**src/rtl/sha1_exec.sv**
```systemverilog
// sha1_exec -- SHA-1 compression engine, one pre-padded 512-bit block per run.
//
// The block is shifted in as 16 x 32-bit words (first word = W0). A start
// pulse in IDLE launches 80 rounds, one per clock. The result
// (H + final a..e, per 32-bit word) lands on cv_next when busy falls.
// Multi-block messages chain by asserting use_prev_cv at start, which takes
// the held cv_next as the incoming chaining value instead of cv.
//
// Ports:
//   clk          in   1    rising-edge clock
//   reset        in   1    synchronous, active-high reset
//   start        in   1    begin compression of the loaded block (ignored while busy)
//   data_in      in   32   message word to load
//   load_in      in   1    shift data_in into the block buffer (ignored while busy)
//   cv           in   160  chaining value H0..H4, H0 in [159:128]
//   use_prev_cv  in   1    at start: use cv_next instead of cv
//   busy         out  1    high while rounds execute (80 cycles)
//   out_valid    out  1    result-valid strobe
//   cv_next      out  160  result H0'..H4', H0' in [159:128]
//
// Configuration macro:
//   SHA1_EXEC_HOLD_VALID_EN  undefined: out_valid is a one-cycle pulse at completion.
//                            defined:   out_valid stays high from completion until
//                                       the next accepted start, or reset.

module sha1_exec (
   input  logic         clk,
   input  logic         reset,
   input  logic         start,
   input  logic [31:0]  data_in,
   input  logic         load_in,
   input  logic [159:0] cv,
   input  logic         use_prev_cv,
   output logic         busy,
   output logic         out_valid,
   output logic [159:0] cv_next
);

   typedef enum logic {IDLE, ROUND} state_t;

   state_t state, state_nx;

   logic [6:0]        t;
   // Block buffer; after start the same registers act as the 16-word
   // schedule window, win[0] always holding W_t for the current round.
   logic [15:0][31:0] win;
   logic [31:0]       a, b, c, d, e;
   logic [159:0]      h;

   logic [31:0] f, k, tmp, w_new, w_x;
   logic [31:0] a_n, b_n, c_n, d_n, e_n;
   logic [159:0] h_sel;
   logic        start_ok, last;

   // ---------------------------------------------------------------
   // Round datapath
   // ---------------------------------------------------------------
   always_comb begin
      f = 32'h0;
      k = 32'h0;
      if (t < 7'd20) begin
         f = (b & c) | (~b & d);
         k = 32'h5A827999;
      end else if (t < 7'd40) begin
         f = b ^ c ^ d;
         k = 32'h6ED9EBA1;
      end else if (t < 7'd60) begin
         f = (b & c) | (b & d) | (c & d);
         k = 32'h8F1BBCDC;
      end else begin
         f = b ^ c ^ d;
         k = 32'hCA62C1D6;
      end
   end

   assign tmp = {a[26:0], a[31:27]} + f + e + k + win[0];

   // Word t+16 of the schedule: W[t+13]^W[t+8]^W[t+2]^W[t], rotated by one.
   assign w_x   = win[13] ^ win[8] ^ win[2] ^ win[0];
   assign w_new = {w_x[30:0], w_x[31]};

   assign a_n = tmp;
   assign b_n = a;
   assign c_n = {b[1:0], b[31:2]};
   assign d_n = c;
   assign e_n = d;

   assign start_ok = (state == IDLE) && start;
   assign last     = (state == ROUND) && (t == 7'd79);
   assign h_sel    = use_prev_cv ? cv_next : cv;
   assign busy     = (state == ROUND);

   // ---------------------------------------------------------------
   // Control FSM
   // ---------------------------------------------------------------
   always_ff @(posedge clk) begin
      if (reset) state <= IDLE;
      else       state <= state_nx;
   end

   always_comb begin
      state_nx = state;
      case (state)
         IDLE:    if (start) state_nx = ROUND;
         ROUND:   if (t == 7'd79) state_nx = IDLE;
         default: state_nx = IDLE;
      endcase
   end

   // ---------------------------------------------------------------
   // Datapath registers
   // ---------------------------------------------------------------
   always_ff @(posedge clk) begin
      if (reset) begin
         t       <= 7'd0;
         win     <= '0;
         a       <= 32'h0;
         b       <= 32'h0;
         c       <= 32'h0;
         d       <= 32'h0;
         e       <= 32'h0;
         h       <= '0;
         cv_next <= '0;
      end else if (state == IDLE) begin
         // start wins over a simultaneous load: the block is taken as it
         // stood before this edge and the load is dropped.
         if (start) begin
            h <= h_sel;
            a <= h_sel[159:128];
            b <= h_sel[127:96];
            c <= h_sel[95:64];
            d <= h_sel[63:32];
            e <= h_sel[31:0];
            t <= 7'd0;
         end else if (load_in) begin
            win <= {data_in, win[15:1]};
         end
      end else begin
         a   <= a_n;
         b   <= b_n;
         c   <= c_n;
         d   <= d_n;
         e   <= e_n;
         win <= {w_new, win[15:1]};
         t   <= last ? 7'd0 : t + 7'd1;
         if (last)
            cv_next <= {h[159:128] + a_n,
                        h[127:96]  + b_n,
                        h[95:64]   + c_n,
                        h[63:32]   + d_n,
                        h[31:0]    + e_n};
      end
   end

   // ---------------------------------------------------------------
   // Result strobe
   // ---------------------------------------------------------------
   always_ff @(posedge clk) begin
      if (reset) begin
         out_valid <= 1'b0;
      end else begin
`ifdef SHA1_EXEC_HOLD_VALID_EN
         if (last)          out_valid <= 1'b1;
         else if (start_ok) out_valid <= 1'b0;
`else
         out_valid <= last;
`endif
      end
   end

endmodule

```
**config.mk**
```make
export PLATFORM = sky130hd
export DESIGN_NAME = sha1_exec
export DESIGN_NICKNAME = d
export VERILOG_FILES = /design/src/rtl/sha1_exec.sv
export SDC_FILE = /design/constraint.sdc
export NUM_CORES = 2
export LEC_CHECK = 0
export ABC_AREA = 1
export ABC_CLOCK_PERIOD_IN_PS = 7000
export CORE_AREA = 8 8 317 350
export CTS_BUF_LIST = sky130_fd_sc_hd__clkbuf_8 sky130_fd_sc_hd__clkbuf_16
export CTS_CLUSTER_SIZE = 16
export DETAILED_ROUTE_END_ITERATION = 16
export DIE_AREA = 0 0 325 358
export HOLD_SLACK_MARGIN = 0.05
export MAX_ROUTING_LAYER = met4
export PLACE_DENSITY = 0.78
export SLEW_MARGIN = 20
export SYNTH_ARGS = -nofsm -noshare
export SYNTH_HDL_FRONTEND = slang
export SYNTH_SLANG_ARGS = --single-unit
```
**constraint.sdc**
```tcl
create_clock -name clk -period 7 [get_ports clk]
set_clock_uncertainty 0.15 [all_clocks]
set_input_delay 1.05 -clock clk [delete_from_list [all_inputs] [get_ports clk]]
set_output_delay 1.05 -clock clk [all_outputs]
set_load 0.02 [all_outputs]
```
Yosys cells after proc, flatten, opt, wreduce, memory -nomap -nowiden
Index checks and enable logic that the tools add are counted.
{"block": "classes", "muxes": 26, "n_eq_ne": 2, "addsub": 10, "magnitude_cmp": 3, "reduce_logical": 6, "n_bitwise": 14}
{"op": "$mux 512", "n": 3}
{"op": "$mux 32", "n": 15}
{"op": "$add 32x32->32", "n": 9}
{"op": "$mux 160", "n": 1}
{"op": "$xor 32x32->32", "n": 5}
{"op": "$and 32x32->32", "n": 4}
{"op": "$or 32x32->32", "n": 3}
{"op": "$not 32->32", "n": 1}
{"op": "$mux 31", "n": 1}
{"op": "$mux 7", "n": 3}
{"op": "$lt 7x6->1 const B", "n": 2}
{"op": "$add 7x1->7 const B", "n": 1}
{"op": "$eq 7x7->1 const B", "n": 1}
{"op": "$lt 7x5->1 const B", "n": 1}
{"op": "$reduce_and 2->1", "n": 3}
{"op": "$reduce_bool 2->1", "n": 2}
{"op": "$mux 1", "n": 2}
{"op": "$ne 2x1->1 const B", "n": 1}
{"op": "$pmux 1 s2", "n": 1}
{"op": "$logic_and 1x1->1", "n": 1}
{"op": "$not 1->1", "n": 1}
{"block": "totals", "inputBits": 197, "register_bits": 1001, "elab_cells": 87, "output_inout_bits": 162}

Longest topological paths before layout
{"block": "logic_depth", "word_depth": 11, "depth_mapped": 38, "mapped_depth_nobuf": 37}

Worst setup path before layout
Ideal clock, no wire load.
{"block": "synth_path", "kind": "reg2reg", "startpoint": "register t[5]", "endpoint": "register cv_next[154]", "setup_time_ps": 115, "required_time_ps": 6735, "stages_incl_launch_ff": 36, "setup_slack_ps": 1696, "arrival_ps": 5038, "period_less_slack_ps": 5304, "path_buffers": 1, "path_cell_list": "dfxtp_1 > inv_2 > nor2_4 > nand3_4 > nand2_2 > inv_1 > clkbuf_1 > nand2_1 > o311ai_0 > fa_1 > inv_1 > fa_1 > inv_1 > ha_1 > nand2_1 > nor2_1 > nand2_1 > nand3_1 > nand2_1 > nand2_1 > a21oi_1 > o21ai_0 > nand2_1 > and2_1 > ha_1 > nand2_1 > nor2_1 > inv_1 > nor2_1 > inv_1 > nor4_1 > nand2_1 > nand3_1 > nand2_1 > o21ai_0 > inv_1"}
{"block": "synth_via", "elab_chain_cells": 9, "elab_cells_between_ends": 17, "cone_classes": "5 x add/sub; 3 x order compare; 1 x eq/ne; 6 x mux; 2 x reduce/logical"}
{"element": "start, declared", "line_no": "43", "text": "logic [6:0] t;"}
{"element": "start signal, assigned", "line_no": "145", "text": "t <= last ? 7'd0 : t + 7'd1;"}
{"element": "$lt 7x6->1", "line_no": "67", "text": "end else if (t < 7'd60) begin"}
{"element": "$mux 32", "line_no": "67"}
{"element": "$mux 32", "line_no": "64", "text": "end else if (t < 7'd40) begin"}
{"element": "$mux 32", "line_no": "61", "text": "if (t < 7'd20) begin"}
{"element": "$add 32x32->32 (4 in series)", "line_no": "76", "text": "assign tmp = {a[26:0], a[31:27]} + f + e + k + win[0];"}
{"element": "$add 32x32->32", "line_no": "147", "text": "cv_next <= {h[159:128] + a_n,"}
{"element": "end signal, assigned", "line_no": "147"}
{"element": "end, declared", "line_no": "36", "text": "output logic [159:0] cv_next"}
Several ways; a longest one is shown, not always the timed one.
A chain may end at the register's enable or synchronous reset.

Worst setup path in the final report
{"block": "layout_path", "startpoint": "register t[4]", "endpoint": "register cv_next[153]"}
Same word-level chain as after synthesis.

==> results_dict.tcl <==
set metrics [dict create \
    async_reset_ff_share_pct 0 \
    power.share.switching_pct 39.8 \
    dpl_worst_slack_ns 0.612 \
    timing.setup.tns_ns 0 \
    worstHoldPathType "reg2reg" \
    final.fill_count 9799 \
    final-setup-viol-count 0 \
    clkPwrFrac_pct 29.6 \
    yosys.area.top_type "dfxtp_1" \
    die_w_um 325 \
    worstPathRequired_ns 7.45 \
    detail_route.first_pass.iterations 9 \
    final.min_clock_period_ns 6.48 \
    synth_top_family_by_area "simple AND/OR/NAND/NOR gates" \
    critPathKind "reg2reg" \
    fraction_of_the_mapped_netlist_area_in_simple_logic_gates_pct 22.2 \
    slowest_stage "fa_1" \
    synth_enable_flop_cells 0 \
    hpwlAfterDp_mm 142 \
    internal_power_summed_over_all_cells_w 0.0120 \
    ir_drop_uv 256 \
    finalHoldViolCount 0 \
    slew_violations 0 \
    ctsRootBufferMaster "clkbuf_16" \
    globalRoute.totalOverflow 0 \
    crit_top_cell "nand2_1" \
    power_density_nw_per_um2 329 \
    clk_path_buf_depth 3 \
    synth_most_common_cell "nor2_1" \
    timing.max_cap.violations 0 \
    cts_num_sinks 1001 \
    dr_total_vias 50300 \
    tightestPinTransition_ns 1.21 \
    netlist_top_cells_area "dfxtp_1 38%, nor2_1 11%, nand2_1 8.3%" \
    yosys.area_share.xor_xnor_pct 2.95 \
    worst_slack_ns 0.516 \
    antenna_violations_before_repair 2 \
    syn-cell-area_um2 52100 \
    static-leakage-power_nw 25.9 \
    max_slew_margin_pct 18.2 \
    final_core_utilization_pct 57.7 \
    worst_path_largest_cell_delay_ns 0.53 \
    power_share_of_the_combinational_group_pct 36.8 \
    cts.hold.buffers_added 0 \
    core_um2 105000 \
    cts-buffers-inserted 103 \
    grt_setup_unrepaired "no" \
    pin_count 359 \
    worst_setup_hold_path_clk_slew_ns 0.06 \
    placementRows 125 \
    groute.usage.overall_pct 31.8 \
    netSwitchingPower_w 0.00792 \
    final.period_utilization_pct 92.6 \
    worst_ep_arrival_time_ns 6.94 \
    layout-drive-gt1-share_pct 4.49 \
    routed_wire_length_per_instance_um 21.1 \
    drt_iter0_drc 5000 \
    wirelength_mm 189 \
    die_span_in_y_um 358 \
    synth.cells.most_frequent "1460 x nor2_1, 1153 x nand2_1, 1001 x dfxtp_1" \
    final_area_um2 60600 \
    synth_ff_type "dfxtp_1" \
    via_density_per_instance 5.61 \
    start_kind "flop" \
    critPathCaptureType "flop" \
    die_area_um2 116000 \
    seq_power_share_pct 33.6 \
    totalPowerFinal_w 0.0199 \
    yosys_register_bits 1001 \
    cts-resized-gates 0 \
    post_cts_buffers 0 \
    post_dp_cell_area_um2 56900 \
    highest_achievable_clock_rate_ghz 0.154 \
    synthesis.instances 7294 \
    synth_largest_type_area_fraction_pct 38.4 \
    port_buffers 358 \
    maximum_number_of_pins_on_one_net_before_global_route_repair 243 \
    timing.critical_path.fanout_max 12 \
    syn_avg_cell_area_um2 7.15 \
    finalNetCount 8004 \
    synth_compound_area_share_pct 19.6 \
    grt_first_pass_wirelength_mm 282 \
    first_global_vias 46700 \
    ys_seq_area_share_pct 38.4 \
    synth_mux_area_share_pct 0 \
    start_util_pct 49.7 \
    clk-insertion-delay-late_ns 0.73 \
    clock_tree_from_tritoncts "yes" \
    synthAdderAreaFrac_pct 9.55 \
    cts-htree-levels 3 \
    area.growth.synth_to_final_pct 16.2 \
    post-route-drc-count 0 \
    nets_in_the_synthesized_netlist 7814 \
    last_weighted_congestion_value_of_the_routability_driven_placer 1.01 \
    ys_types 56 \
    postRouteAntennaNets 0 \
    status "completed" \
    yosys_warnings 0 \
]
metrics by stage:
stage / instances / hold slack, ns
after floorplan: 7294 / 0.299
after global placement: 8776 / 0.305
after detailed placement: 8776 / 0.310
after CTS: 8967 / 0.318
after global routing: 8967 / 0.332
final: 8969 / 0.319
per-layer routing:
layer	part of all wire [%]	wire length [µm]	GRT usage, %	up-vias
li1	-	-	-	24300
met1	41	76700	38.5	23700
met2	47	88800	52.0	1881
met3	7.1	13500	4.99	457
met4	5.5	10300	15.5	0
met5	0	0	-	-
final timing paths:
| check | startpoint | endpoint | slack (ns) | cells after the start |
|---|---|---|---|---|
| max reg2reg | t[4]$_SDFFE_PP0P_ | cv_next[153]$_SDFFE_PP0P_ | 0.52 | 30 |
| min reg2reg | h[44]$_SDFFE_PP0P_ | h[44]$_SDFFE_PP0P_ | 0.32 | 2 |
| min | h[44]$_SDFFE_PP0P_ | h[44]$_SDFFE_PP0P_ | 0.32 | 2 |
| max | t[4]$_SDFFE_PP0P_ | cv_next[153]$_SDFFE_PP0P_ | 0.52 | 30 |
placed cells by master (no fill, tap or decap), types with 40 or more instances in the layout:
cell type and instances:
a31oi_1 162, clkdlybuf4s50_1 356, ha_1 198, o21ai_1 70
xor2_1 50, nand2_1 1152, nand3_1 197, nor3_1 40
inv_1 619, fa_1 125, o21ai_0 850, a21o_1 40
nor2_1 1458, clkbuf_16 105, dfxtp_1 1000, buf_4 92
xnor2_1 124, a21oi_1 593
registers in the layout (all words and copies together), names as in the netlist:
signal     cells
win          512
cv_next      160
h            160
a             32
b             32
c             32
d             32
e             32
t              7
busy           1
out_valid      1
worst max-delay path, delay by kind of cell (launching register included):
| family | cells | cell delay (ns) |
|---|---|---|
| flip-flops | 1 | 0.42 |
| adder cells (fa/ha/maj) | 5 | 2.13 |
| buffers and inverters | 6 | 0.82 |
| AO/OA/AOI/OAI | 4 | 0.71 |
| AND/OR/NAND/NOR | 15 | 2.14 |
cell type report:
type                    instances  area [µm²]  share of cell area, %
well taps                    1397        1750                   2.88
clock inverters                63         736                   1.21
multi-input cells            5305       28300                   46.7
repair buffers                459        4460                   7.36
inverters                     614        2330                   3.84
diodes                          2        5.00                0.00826
clock buffers                 128        2940                   4.86
flip-flops and latches       1001       20000                   33.1
cells by family after synthesis:
family | Yosys count
AND/OR/NAND/NOR | 2930
AO/OA/AOI/OAI | 1877
flip-flops | 1001
buffers and inverters | 988
adder cells (fa/ha/maj) | 323
XOR/XNOR | 175
power by group through the flow:
stage                     Sequential [W]  Combinational (W)  Clock (W)
after floorplan                  0.00651            0.00490          0
after global placement           0.00678            0.00722          0
after detailed placement         0.00678            0.00724          0
after CTS                        0.00667            0.00729    0.00596
after global routing             0.00671            0.00803    0.00620
final                            0.00669            0.00733    0.00590
No activity file was read; power rests on OpenSTA's default activity.
